--- src/rtl/uart_rx_core_pkg.sv ---
// uart_rx_core_pkg: receiver FSM encodings, controller register address
// and the baud divider helper shared by the UART receive path.
package uart_rx_core_pkg;

  localparam logic [3:0] RX_IDLE   = 4'd0;
  localparam logic [3:0] RX_START  = 4'd1;
  localparam logic [3:0] RX_DATA   = 4'd2;
  localparam logic [3:0] RX_PARITY = 4'd3;
  localparam logic [3:0] RX_STOP   = 4'd4;
  localparam logic [3:0] RX_BREAK  = 4'd5;

  localparam logic [31:0] UART_DATA_ADDR = 32'hBFD003F8;

  typedef enum logic [3:0] {
    ST_IDLE   = RX_IDLE,
    ST_START  = RX_START,
    ST_DATA   = RX_DATA,
    ST_PARITY = RX_PARITY,
    ST_STOP   = RX_STOP,
    ST_BREAK  = RX_BREAK
  } rx_state_e;

  function automatic int unsigned calc_div(
    input int unsigned clk_hz,
    input int unsigned baud,
    input int unsigned ovs
  );
    int unsigned per;
    int unsigned d;
    per = baud * ovs;
    d   = (clk_hz + per / 2) / per;
    return (d == 0) ? 1 : d;
  endfunction

endpackage

--- src/rtl/uart_rx_fifo.sv ---
// uart_rx_fifo: first-word-fall-through byte FIFO with exact occupancy
// and a dropped-push strobe; power-of-two depth so pointers wrap freely.
module uart_rx_fifo
  import uart_rx_core_pkg::*;
#(
  parameter int unsigned DEPTH = 4,
  parameter int unsigned W     = 8
) (
  input  logic                     clk,
  input  logic                     rst,
  input  logic                     push_i,
  input  logic [W-1:0]             data_i,
  input  logic                     pop_i,
  output logic [W-1:0]             data_o,
  output logic [$clog2(DEPTH):0]   count_o,
  output logic                     drop_o
);

  localparam int AW = $clog2(DEPTH);
  localparam int CW = AW + 1;

  logic [W-1:0]  mem_q [DEPTH];
  logic [AW-1:0] wr_q, rd_q;
  logic [CW-1:0] cnt_q, cnt_d;
  logic          full, empty;
  logic          do_push, do_pop;

  assign empty   = (cnt_q == '0);
  assign full    = (cnt_q == CW'(DEPTH));
  assign do_pop  = pop_i && !empty;
  // A pop in the same cycle frees the slot, so a full push is still legal.
  assign do_push = push_i && (!full || do_pop);
  assign drop_o  = push_i && full && !do_pop;
  assign data_o  = empty ? '0 : mem_q[rd_q];
  assign count_o = cnt_q;

  always_comb begin
    cnt_d = cnt_q;
    unique case ({do_push, do_pop})
      2'b10:   cnt_d = cnt_q + 1'b1;
      2'b01:   cnt_d = cnt_q - 1'b1;
      default: cnt_d = cnt_q;
    endcase
  end

  always_ff @(posedge clk) begin
    if (rst) begin
      wr_q  <= '0;
      rd_q  <= '0;
      cnt_q <= '0;
    end else begin
      cnt_q <= cnt_d;
      if (do_push) wr_q <= wr_q + 1'b1;
      if (do_pop)  rd_q <= rd_q + 1'b1;
    end
  end

  always_ff @(posedge clk) begin
    if (do_push) mem_q[wr_q] <= data_i;
  end

endmodule

--- src/rtl/uart_rx_core.sv ---
// uart_rx_core: oversampling 8N1 receiver feeding a FWFT FIFO.
// Define UART_RX_PARITY_EN for an even-parity bit and parity_err flag.
module uart_rx_core
  import uart_rx_core_pkg::*;
#(
  parameter int unsigned CLK_FREQ   = 50000000,
  parameter int unsigned BAUD       = 9600,
  parameter int unsigned OVERSAMPLE = 16,
  parameter int unsigned FIFO_DEPTH = 4
) (
  input  logic                          clk,
  input  logic                          rst,
  input  logic                          rxd,
  input  logic                          rd_en,
  input  logic                          clr_err,
  output logic [7:0]                    rd_data,
  output logic                          data_ready,
  output logic [$clog2(FIFO_DEPTH):0]   fifo_count,
  output logic                          frame_err,
  output logic                          overrun
`ifdef UART_RX_PARITY_EN
  ,
  output logic                          parity_err
`endif
);

  localparam int unsigned DIV = calc_div(CLK_FREQ, BAUD, OVERSAMPLE);
  localparam int DW = (DIV > 1) ? $clog2(DIV) : 1;
  localparam int SW = $clog2(OVERSAMPLE);
  localparam logic [SW-1:0] SC_LO   = SW'(OVERSAMPLE / 2 - 1);
  localparam logic [SW-1:0] SC_M    = SW'(OVERSAMPLE / 2);
  localparam logic [SW-1:0] SC_HI   = SW'(OVERSAMPLE / 2 + 1);
  localparam logic [SW-1:0] SC_LAST = SW'(OVERSAMPLE - 1);

  rx_state_e     state_q, state_d;
  logic [1:0]    sync_q;
  logic [DW-1:0] div_q, div_d;
  logic [SW-1:0] sc_q, sc_d;
  logic [2:0]    bit_q, bit_d;
  logic [7:0]    shift_q, shift_d;
  logic [1:0]    smp_q, smp_d;
  logic          ferr_q, ferr_d, ferr_set;
  logic          ovr_q, ovr_d;
  logic          rxs, tick, mid, last, maj;
  logic          push, fifo_drop;
`ifdef UART_RX_PARITY_EN
  logic          pbad_q, pbad_d;
  logic          perr_q, perr_d, perr_set;
`endif

  assign rxs  = sync_q[1];
  assign tick = (div_q == DW'(DIV - 1));
  assign mid  = tick && (sc_q == SC_HI);
  assign last = tick && (sc_q == SC_LAST);
  assign maj  = (smp_q[0] & smp_q[1]) | (smp_q[0] & rxs) | (smp_q[1] & rxs);

  always_comb begin
    state_d  = state_q;
    div_d    = tick ? '0 : div_q + 1'b1;
    sc_d     = sc_q;
    bit_d    = bit_q;
    shift_d  = shift_q;
    smp_d    = smp_q;
    push     = 1'b0;
    ferr_set = 1'b0;
`ifdef UART_RX_PARITY_EN
    pbad_d   = pbad_q;
    perr_set = 1'b0;
`endif
    if (state_q != ST_IDLE && tick) begin
      sc_d = last ? '0 : sc_q + 1'b1;
      if (sc_q == SC_LO) smp_d[0] = rxs;
      if (sc_q == SC_M)  smp_d[1] = rxs;
    end
    unique case (state_q)
      ST_IDLE: begin
        if (!rxs) begin
          state_d = ST_START;
          sc_d    = '0;
          div_d   = '0;
`ifdef UART_RX_PARITY_EN
          pbad_d  = 1'b0;
`endif
        end
      end
      ST_START: begin
        if (mid && maj) begin
          state_d = ST_IDLE;
        end else if (last) begin
          state_d = ST_DATA;
          bit_d   = '0;
        end
      end
      ST_DATA: begin
        if (mid) shift_d = {maj, shift_q[7:1]};
        if (last) begin
          bit_d = bit_q + 1'b1;
          if (bit_q == 3'd7) begin
`ifdef UART_RX_PARITY_EN
            state_d = ST_PARITY;
`else
            state_d = ST_STOP;
`endif
          end
        end
      end
`ifdef UART_RX_PARITY_EN
      ST_PARITY: begin
        if (mid && (maj != ^shift_q)) begin
          pbad_d   = 1'b1;
          perr_set = 1'b1;
        end
        if (last) state_d = ST_STOP;
      end
`endif
      ST_STOP: begin
        // Leave half a bit early so a back-to-back start edge is not missed.
        if (mid) begin
          if (maj) begin
`ifdef UART_RX_PARITY_EN
            push    = !pbad_q;
`else
            push    = 1'b1;
`endif
            state_d = ST_IDLE;
          end else begin
            ferr_set = 1'b1;
            state_d  = ST_BREAK;
          end
        end
      end
      ST_BREAK: begin
        if (rxs) state_d = ST_IDLE;
      end
      default: state_d = ST_IDLE;
    endcase
  end

  assign ferr_d = ferr_set | (ferr_q & ~clr_err);
  assign ovr_d  = fifo_drop | (ovr_q & ~clr_err);
`ifdef UART_RX_PARITY_EN
  assign perr_d     = perr_set | (perr_q & ~clr_err);
  assign parity_err = perr_q;
`endif

  always_ff @(posedge clk) begin
    if (rst) begin
      state_q <= ST_IDLE;
      sync_q  <= 2'b11;
      div_q   <= '0;
      sc_q    <= '0;
      bit_q   <= '0;
      shift_q <= '0;
      smp_q   <= 2'b11;
      ferr_q  <= 1'b0;
      ovr_q   <= 1'b0;
`ifdef UART_RX_PARITY_EN
      pbad_q  <= 1'b0;
      perr_q  <= 1'b0;
`endif
    end else begin
      state_q <= state_d;
      sync_q  <= {sync_q[0], rxd};
      div_q   <= div_d;
      sc_q    <= sc_d;
      bit_q   <= bit_d;
      shift_q <= shift_d;
      smp_q   <= smp_d;
      ferr_q  <= ferr_d;
      ovr_q   <= ovr_d;
`ifdef UART_RX_PARITY_EN
      pbad_q  <= pbad_d;
      perr_q  <= perr_d;
`endif
    end
  end

  uart_rx_fifo #(
    .DEPTH (FIFO_DEPTH),
    .W     (8)
  ) u_fifo (
    .clk     (clk),
    .rst     (rst),
    .push_i  (push),
    .data_i  (shift_q),
    .pop_i   (rd_en),
    .data_o  (rd_data),
    .count_o (fifo_count),
    .drop_o  (fifo_drop)
  );

  assign data_ready = (fifo_count != '0);
  assign frame_err  = ferr_q;
  assign overrun    = ovr_q;

endmodule

--- config.mk ---
export PLATFORM = sky130hd
export DESIGN_NAME = uart_rx_core
export DESIGN_NICKNAME = d
export VERILOG_FILES = /design/src/rtl/uart_rx_core_pkg.sv /design/src/rtl/uart_rx_fifo.sv /design/src/rtl/uart_rx_core.sv
export SDC_FILE = /design/constraint.sdc
export NUM_CORES = 1
export LEC_CHECK = 0
export BUFFER_PORTS_ARGS = -buffer_cell sky130_fd_sc_hd__buf_4
export CAP_MARGIN = 20
export CORE_ASPECT_RATIO = 1.1
export CORE_MARGIN = 1.5
export CORE_UTILIZATION = 31
export CTS_CLUSTER_DIAMETER = 60
export DETAILED_ROUTE_END_ITERATION = 10
export GPL_ROUTABILITY_DRIVEN = 0
export REMOVE_ABC_BUFFERS = 1
export SYNTH_ARGS = -nofsm -noshare
export SYNTH_HDL_FRONTEND = slang
export SYNTH_HIERARCHICAL = 1
export SYNTH_SLANG_ARGS = --single-unit
export TNS_END_PERCENT = 5
--- constraint.sdc ---
create_clock -name clk -period 2.3 [get_ports clk]
set_input_delay 0.345 -clock clk [delete_from_list [all_inputs] [get_ports clk]]
set_output_delay 0.345 -clock clk [all_outputs]
set_load 0.1 [all_outputs]
==> impl_metrics.tcl, run 1 <==
set metrics [dict create \
    run_status "finished, violations left" \
    violations "setup timing" \
    holdCritPathClass "in2reg" \
    synth.most_common_cell "dfxtp_1" \
    pwr-share-comb_pct 5.5 \
    rsz0062_at_grt "true" \
    fin_crit_ps 2410 \
    grt_pass1_wl_um 10100 \
    cp.arrival_ps 2670 \
    path_clk_slew_ps 60 \
    io_pins 19 \
    worstPathRequired_ps 2560 \
    finalCoreUtilization_pct 40.7 \
    num_rows 39 \
    synth.avg_cell_area_um2 12.2 \
    die_w_um 102 \
    postPlaceCellArea_um2 3890 \
    hold_violations 0 \
    wl_met1_um 2480 \
    numCtsBuffers 9 \
    maxSlewHeadroom_pct 61.4 \
    drcViolationCount 0 \
    fin_nets 349 \
    start_util_pct 32.0 \
    wl_um 5870 \
    routed.top_layer "met4" \
    cap_violations 0 \
    slew_viol_final 0 \
    worst_pin_slew_ps 578 \
    antenna_cells 0 \
    dr.pass1.iters 4 \
    synth_area_leaders "edfxtp_1 (29%), dfxtp_1 (25%), mux4_2 (5.4%), ha_1 (4.5%), nor2_1 (3.9%)" \
    cellLeakagePower_nw 1.65 \
    syn_to_final_growth_pct 27.2 \
    ys_ff_latch 74 \
    cts_buffer_depth 2 \
    final_area_um2 4230 \
    wl_met2_um 3150 \
    synth_common_cells "dfxtp_1 (42), nor2_1 (35), edfxtp_1 (32)" \
    grt_usage_pct 11.5 \
    irDropWorstVdd_v 0.000371 \
    netlist_area_um2 3330 \
    min_period_over_period_pct 105 \
    syn_inst 272 \
    seq_area_frac_synth_pct 54.2 \
    viasPerCell 4.49 \
    power.share.clock_pct 48.0 \
    clock-root-buffer "clkbuf_16" \
    clk_latency_ps 330 \
    grt_max_degree 34 \
    grt-ovfl-total 0 \
    htree_levels 3 \
    post_drt_wl_per_cell_um 12.2 \
    dp_hpwl_um 4080 \
    critPathLaunchType "flop" \
    drive_gt1_share_pct 31.5 \
    drt_iter0_markers 69 \
    antenna_found_initial 0 \
    async_reset_ff_share_pct 0 \
    synth-edff-count 32 \
    worstSetupPathType "reg2reg" \
    end_kind "flop" \
    worst_slack_ps -111 \
    port_buffers 18 \
    p_switching_w 0.000663 \
    synthFlopType "dfxtp_1" \
    max_freq_mhz 415 \
    cts.hold.buffers_added 0 \
    finClkSkew_ps 10.4 \
    setup_viol 2 \
    pwr_density_cell_nw_per_um2 704 \
    dieHeight_um 112 \
    pre_cts_ws_ps -253 \
    via_count 2149 \
    cts.sinks 74 \
    p_int_w 0.00231 \
    detail-route-antenna-nets 0 \
    sw_frac_of_total_pct 22.3 \
    die_area_um2 11400 \
    wl_met3_um 180 \
    synth_area_leader_cell "edfxtp_1" \
    yosysWarnings 6 \
    cts_tree "done" \
    core_area_um2 10400 \
    seq_power_share_pct 46.4 \
    path_max_fanout 2 \
    synth_top_area_share_pct 28.9 \
    synth_cell_types 56 \
    grt_pass1_vias 2137 \
]
[metrics by stage]
stage / hold slack, ps / power (W) / setup TNS [ps] / cells
5_1_grt: 198 / 0.00309 / -397 / 479
6_report: 198 / 0.00298 / -170 / 479
2_1_floorplan: 389 / 0.00151 / -1890 / 262
3_3_place_gp: 394 / 0.00157 / -278 / 461
4_1_cts: 184 / 0.00302 / -278 / 478
3_5_place_dp: 395 / 0.00157 / -421 / 461
[power by group through the flow]
stage | Sequential, W | Combinational [W] | Clock (W)
2_1_floorplan | 0.00142 | 0.0000965 | 0
3_3_place_gp | 0.00141 | 0.000164 | 0
3_5_place_dp | 0.00141 | 0.000164 | 0
4_1_cts | 0.00138 | 0.000166 | 0.00148
5_1_grt | 0.00138 | 0.000182 | 0.00153
6_report | 0.00138 | 0.000165 | 0.00143
[layout make-up]
cell class              count  area (µm²)
well taps                 143         179
repair buffers             58         448
multi-input cells         174        1440
fillers                  1015        6160
flip-flops and latches     74        1800
clock buffers               9         225
inverters                  14        52.6
clock inverters             7        83.8
[flip-flops by register name, summed over array words and instances, names as in the netlist, named ones only]
name / flops
bit_q: 3
div_q: 9
frame_err: 1
overrun: 1
sc_q: 4
shift_q: 8
smp_q: 2
state_q: 3
sync_q: 2
u_fifo/count_o: 3
u_fifo/mem_q: 32
u_fifo/rd_q: 2
u_fifo/wr_q: 2
[layout by cell type, fill, tap and decap left out, types with 4 or more instances in the layout]
cell,Yosys,routed
dfxtp_1,42,42
and2_1,6,6
a21oi_1,8,8
ha_1,12,11
edfxtp_1,32,32
mux2i_1,11,11
nand2_1,11,11
and2b_1,8,8
buf_4,1,57
xor2_1,7,7
clkbuf_16,0,9
nor2_1,35,35
nand3_1,6,6
inv_1,13,12
mux4_2,8,8
nand3b_1,4,4
xnor2_1,4,4
[cell families (layout without fill, tap and decap cells)]
| group | Yosys count | in the layout | share of synthesized area, % |
|---|---|---|---|
| adders and majority gates | 14 | 14 | 5.42 |
| xor gates and xnor gates | 11 | 11 | 2.90 |
| muxes | 22 | 22 | 9.97 |
| AOI/OAI and AO/OA | 27 | 27 | 6.21 |
| DFF | 74 | 74 | 54.2 |
| and+or+nand+nor | 100 | 100 | 18.3 |
| buffers and inverters | 24 | 88 | 3.05 |
[routing by layer]
layer | track usage (%) | vias to the layer above
li1 | - | 1086
met1 | 12.4 | 1035
met2 | 20.8 | 24
met3 | 3.95 | 4
met4 | 3.33 | 0
met5 | 0 | -
[worst paths after layout]
kind	from	to	slack (ps)	cells past startpoint
worst max-delay path	div_q[5]	u_fifo/count_o[2]	-110	11
worst min-delay path	rxd	sync_q[0]	200	2
worst max register to register	div_q[5]	u_fifo/count_o[2]	-110	11
worst min register to register	sync_q[0]	sync_q[1]	410	1
[critical path, cell delays in order, from the launching register on]
cell	delay [ps]
dfxtp_1	310
or4b_4	550
nor3_4	160
and3_4	210
nor2b_4	140
inv_2	40
ha_2	180
inv_2	50
fa_2	190
xor2_1	70
or3_1	310
a21oi_1	140
[what timing repair did]
action                                  4_1_cts  5_1_grt
pin swaps                                     5        5
gates resized for setup                       5        0
buffers inserted                              1        1
endpoints found under the setup margin        2        2
Power figures use the tool's default switching activity.
==> run 2, diff against run 1 <==
--- a/config.mk
+++ b/config.mk
@@ -7,7 +7,7 @@
 export LEC_CHECK = 0
 export BUFFER_PORTS_ARGS = -buffer_cell sky130_fd_sc_hd__buf_4
 export CAP_MARGIN = 20
-export CORE_ASPECT_RATIO = 1.1
+export CORE_ASPECT_RATIO = 0.6
 export CORE_MARGIN = 1.5
 export CORE_UTILIZATION = 31
 export CTS_CLUSTER_DIAMETER = 60
==> impl_metrics.tcl, run 2 (same netlist as run 1, synthesis figures left out) <==
set metrics [dict create \
    run_status "finished, violations left" \
    violations "setup timing" \
    slew_viol_final 0 \
    critPathLaunchType "flop" \
    worstSetupPathType "reg2reg" \
    post_drt_wl_per_cell_um 13.1 \
    antenna_found_initial 0 \
    final_cell_mix "buf_4 (52), dfxtp_1 (40), nor2_1 (35)" \
    hold_path_depth 2 \
    end_kind "flop" \
    cp.arrival_ps 2670 \
    drt_iter0_markers 71 \
    fillers 1028 \
    clk_latency_ps 340 \
    dr.pass1.iters 4 \
    clock-root-buffer "clkbuf_16" \
    critPathBufInv 2 \
    post_cts_buffers 0 \
    start_util_pct 31.6 \
    drive_gt1_share_pct 31.2 \
    detail-route-antenna-nets 0 \
    via_count 2163 \
    viasPerCell 4.58 \
    cellLeakagePower_nw 1.64 \
    worstRegToRegCells 11 \
    syn_to_final_growth_pct 27.2 \
    cp_top_family "simple AND/OR/NAND/NOR gates" \
    irDropWorstVdd_v 0.000392 \
    crit_chain "or4b_4 > nor3_4 > and3_4 > nor2b_4 > inv_2 > ha_2 > inv_1 > fa_1 > xor2_1 > or3_1 > a21oi_2" \
    die_area_um2 11400 \
    numCtsBuffers 9 \
    htree_levels 3 \
    largest_reg_flops 32 \
    dp_cells 456 \
    finClkSkew_ps 9.06 \
    hold_violations 0 \
    crit_path_top_delay_cell "or4b_4" \
    cts.hold.buffers_added 0 \
    dp_hpwl_um 4300 \
    grt_max_degree 34 \
    cp_slowest_stage_delay_ps 550 \
    path_max_fanout 2 \
    grt-ovfl-total 0 \
    largestRegisters "u_fifo/mem_q (32), div_q (9), shift_q (8)" \
    num_rows 29 \
    grt_usage_pct 12.2 \
    die_w_um 137 \
    setup_tns_ps -98.3 \
    max_flop_register "u_fifo/mem_q" \
    dieHeight_um 83.2 \
    wl_um 6180 \
    worst_slack_ps -98.3 \
    port_buffers 18 \
    path_clk_slew_ps 60 \
    rsz0062_at_grt "true" \
    io_pins 19 \
    mostFrequentLayoutCell "buf_4" \
    grt_pass1_vias 2110 \
    maxSlewHeadroom_pct 59.6 \
    max_freq_mhz 417 \
    antenna_cells 0 \
    worstPathRequired_ps 2570 \
    fin_crit_ps 2400 \
    cts.sinks 74 \
    cts_buffer_depth 2 \
    pwr_density_cell_nw_per_um2 708 \
    min_period_over_period_pct 104 \
    drcViolationCount 0 \
    worst_pin_slew_ps 605 \
    fin_cells 472 \
    cts_tree "done" \
    fin_nets 346 \
    cap_violations 0 \
    holdCritPathClass "in2reg" \
    path_depth 11 \
    pre_cts_ws_ps -115 \
    core_area_um2 10500 \
    setup_viol 1 \
    grt_pass1_wl_um 10400 \
]
-- run 2: cell types whose count changed in the layout (fill, tap and decap cells not counted), sizes merged --
cell  change
buf       -3
-- run 2: worst paths after layout --
path	from	endpoint	slack [ps]
hold reg to reg	sync_q[0]	sync_q[1]	410
setup / recovery	div_q[5]	u_fifo/count_o[2]	-100
hold / removal	rxd	sync_q[0]	190
setup reg to reg	div_q[5]	u_fifo/count_o[2]	-100
-- run 2: area by class of cell --
| class | count | area (µm²) | share of cell area [%] |
|---|---|---|---|
| clock buffers | 9 | 225 | 5.32 |
| clock inverters | 7 | 83.8 | 1.98 |
| inverters | 14 | 52.6 | 1.24 |
| multi-input cells | 174 | 1440 | 34.1 |
| flip-flops and latches | 74 | 1800 | 42.6 |
| well taps | 139 | 174 | 4.11 |
| repair buffers | 55 | 450 | 10.6 |
-- run 2: per-layer routing --
metal  vias up  routed length [µm]  global-route usage [%]  share of wire [%]
li1       1077                   -                       -                  -
met1      1039                3140                    17.3                 51
met2        37                2640                    16.3                 43
met3        10                 313                    4.40                5.1
met4         0                  94                    5.80                1.5
met5         -                   0                       0                  0
-- run 2: through the flow --
step | hold slack (ps) | utilization, % | instance area, µm² | power, W
after global placement | 396 | 37.1 | 3900 | 0.00157
after floorplan | 389 | - | 3280 | 0.00151
after global routing | 179 | 40.2 | 4230 | 0.00310
after CTS | 173 | 40.2 | 4230 | 0.00304
after detailed placement | 403 | 37.1 | 3900 | 0.00158
final | 187 | 40.2 | 4230 | 0.00300
-- run 2: where the power goes --
group          internal, W  switching [W]  leakage [nW]
registers          0.00137     0.00000808         0.637
clock network     0.000860       0.000585         0.149
logic            0.0000807      0.0000901         0.855
-- run 2: timing repair --
item,in CTS,in global routing
gates resized for setup,3,3
pin swaps,1,0
setup endpoints to repair,2,2
endpoints found under the hold margin,0,0
==> run 3, diff against run 2 <==
--- a/config.mk
+++ b/config.mk
@@ -13,6 +13,7 @@
 export CTS_CLUSTER_DIAMETER = 60
 export DETAILED_ROUTE_END_ITERATION = 10
 export GPL_ROUTABILITY_DRIVEN = 0
+export GPL_TIMING_DRIVEN = 0
 export REMOVE_ABC_BUFFERS = 1
 export SYNTH_ARGS = -nofsm -noshare
 export SYNTH_HDL_FRONTEND = slang
==> impl_metrics.tcl, run 3 (same netlist as run 1, synthesis figures left out) <==
set metrics [dict create \
    setup_tns_ps -193 \
    max_flop_register "u_fifo/mem_q" \
    run_status "finished, violations left" \
    drcViolationCount 0 \
    critPathLaunchType "flop" \
    grt_max_degree 34 \
    grt_pass1_vias 1982 \
    rrSetupSlack_ps -130 \
    seq_power_share_pct 48.2 \
    sw_frac_of_total_pct 21.6 \
    die_area_um2 11400 \
    p_int_w 0.00227 \
    dp_hpwl_um 3920 \
    cts.sinks 74 \
    die_w_um 137 \
    worstPathRequired_ps 2560 \
    drive_gt1_share_pct 29.1 \
    detail-route-antenna-nets 0 \
    num_rows 29 \
    path_clk_slew_ps 60 \
    irDropWorstVdd_v 0.000380 \
    clock-root-buffer "clkbuf_16" \
    cts_buffer_depth 2 \
    critPathCapture "u_fifo/count_o[2]" \
    numCtsBuffers 9 \
    grt_pass1_wl_um 10000 \
    cts_tree "done" \
    violations "setup timing" \
    reg2reg_to "u_fifo/count_o[2]" \
    cp.arrival_ps 2690 \
    htree_levels 3 \
    p_switching_w 0.000625 \
    maxSlewHeadroom_pct 56.7 \
    cellLeakagePower_nw 1.49 \
    setup_viol 2 \
    min_period_over_period_pct 106 \
    antenna_found_initial 0 \
    worst_pin_slew_ps 649 \
    start_util_pct 31.6 \
    pwr-share-comb_pct 4.4 \
    dr.pass1.iters 4 \
    io_pins 19 \
    clk_latency_ps 330 \
    pwr_density_cell_nw_per_um2 722 \
    finalCoreUtilization_pct 38.1 \
    grt_usage_pct 11.6 \
    worstRegToRegCells 10 \
    final_cell_mix "nor2_1 (35), dfxtp_1 (35), edfxtp_1 (32)" \
    wl_um 5930 \
    holdCritPathClass "in2reg" \
    fin_total_pwr_w 0.00290 \
    power.share.clock_pct 47.4 \
    core_area_um2 10500 \
    finClkSkew_ps 4.41 \
    worst_slack_ps -128 \
    post_drt_wl_per_cell_um 13.3 \
    rsz0062_at_grt "true" \
    hold_violations 0 \
    syn_to_final_growth_pct 20.5 \
    cap_violations 0 \
    fin_nets 319 \
    r2r_start "sync_q[1]" \
    largestRegisters "u_fifo/mem_q (32), div_q (9), shift_q (8)" \
    fillers 1025 \
    postPlaceCellArea_um2 3590 \
    port_buffers 18 \
    via_count 2043 \
    viasPerCell 4.59 \
    final_area_um2 4010 \
    fin_crit_ps 2430 \
    max_freq_mhz 412 \
    drt_iter0_markers 56 \
    timing.hold.ws_ps 200 \
    grt-ovfl-total 0 \
    slew_viol_final 0 \
    worstSetupPathType "reg2reg" \
    dieHeight_um 83.2 \
    end_kind "flop" \
    path_max_fanout 7 \
    antenna_cells 0 \
    largest_reg_flops 32 \
    startpoint "sync_q[1]" \
]
-- run 3: what timing repair did --
action,in CTS,in global routing
setup endpoints to repair,43,25
gates resized for setup,15,6
buffers inserted,7,3
pin swaps,6,4
hold buffers,0,0
-- run 3: metal layers --
layer	vias up	wire length (µm)	GRT usage, %
li1	1020	-	-
met1	989	3150	16.6
met2	26	2470	15.5
met3	8	222	4.03
met4	0	98	5.51
met5	-	0	0
-- run 3: critical path: stages, from the launching register on --
cell and delay [ps]:
dfxtp_1 370, maj3_1 480, and3_4 200, nor2b_4 130, inv_2 80, ha_4 130
inv_2 30, fa_2 330, xor2_1 150, or3_1 310, a21oi_1 140
-- run 3: worst min path at each step --
stage                     startpoint         to  slack (ps)  cells after the start
after floorplan            sync_q[0]  sync_q[1]         390                      1
after global placement     sync_q[0]  sync_q[1]         390                      1
after detailed placement   sync_q[0]  sync_q[1]         400                      1
after CTS                        rxd  sync_q[0]         180                      2
after global routing             rxd  sync_q[0]         190                      2
final                            rxd  sync_q[0]         200                      2
-- run 3: power by group through the flow --
| stage | sequential (W) | clock [W] | combinational, W |
|---|---|---|---|
| after floorplan | 0.00142 | 0 | 0.0000965 |
| after global placement | 0.00142 | 0 | 0.000124 |
| after detailed placement | 0.00142 | 0 | 0.000127 |
| after CTS | 0.00139 | 0.00142 | 0.000127 |
| after global routing | 0.00140 | 0.00147 | 0.000140 |
| final | 0.00140 | 0.00137 | 0.000127 |
-- run 3: final cells by class --
type                    instances  area, µm²  share of cell area (%)
clock buffers                  10        229                    5.71
repair buffers                 28        210                    5.24
clock inverters                 6       66.3                    1.65
well taps                     139        174                    4.34
flip-flops and latches         74       1810                    45.2
multi-input cells             174       1460                    36.5
inverters                      14       52.6                    1.31
-- run 3: stage by stage --
stage	setup WS, ps	instances
finish	-128	445
global route	-256	445
CTS	-161	442
detailed placement	-527	419
global placement	-461	419
floorplan	-473	262
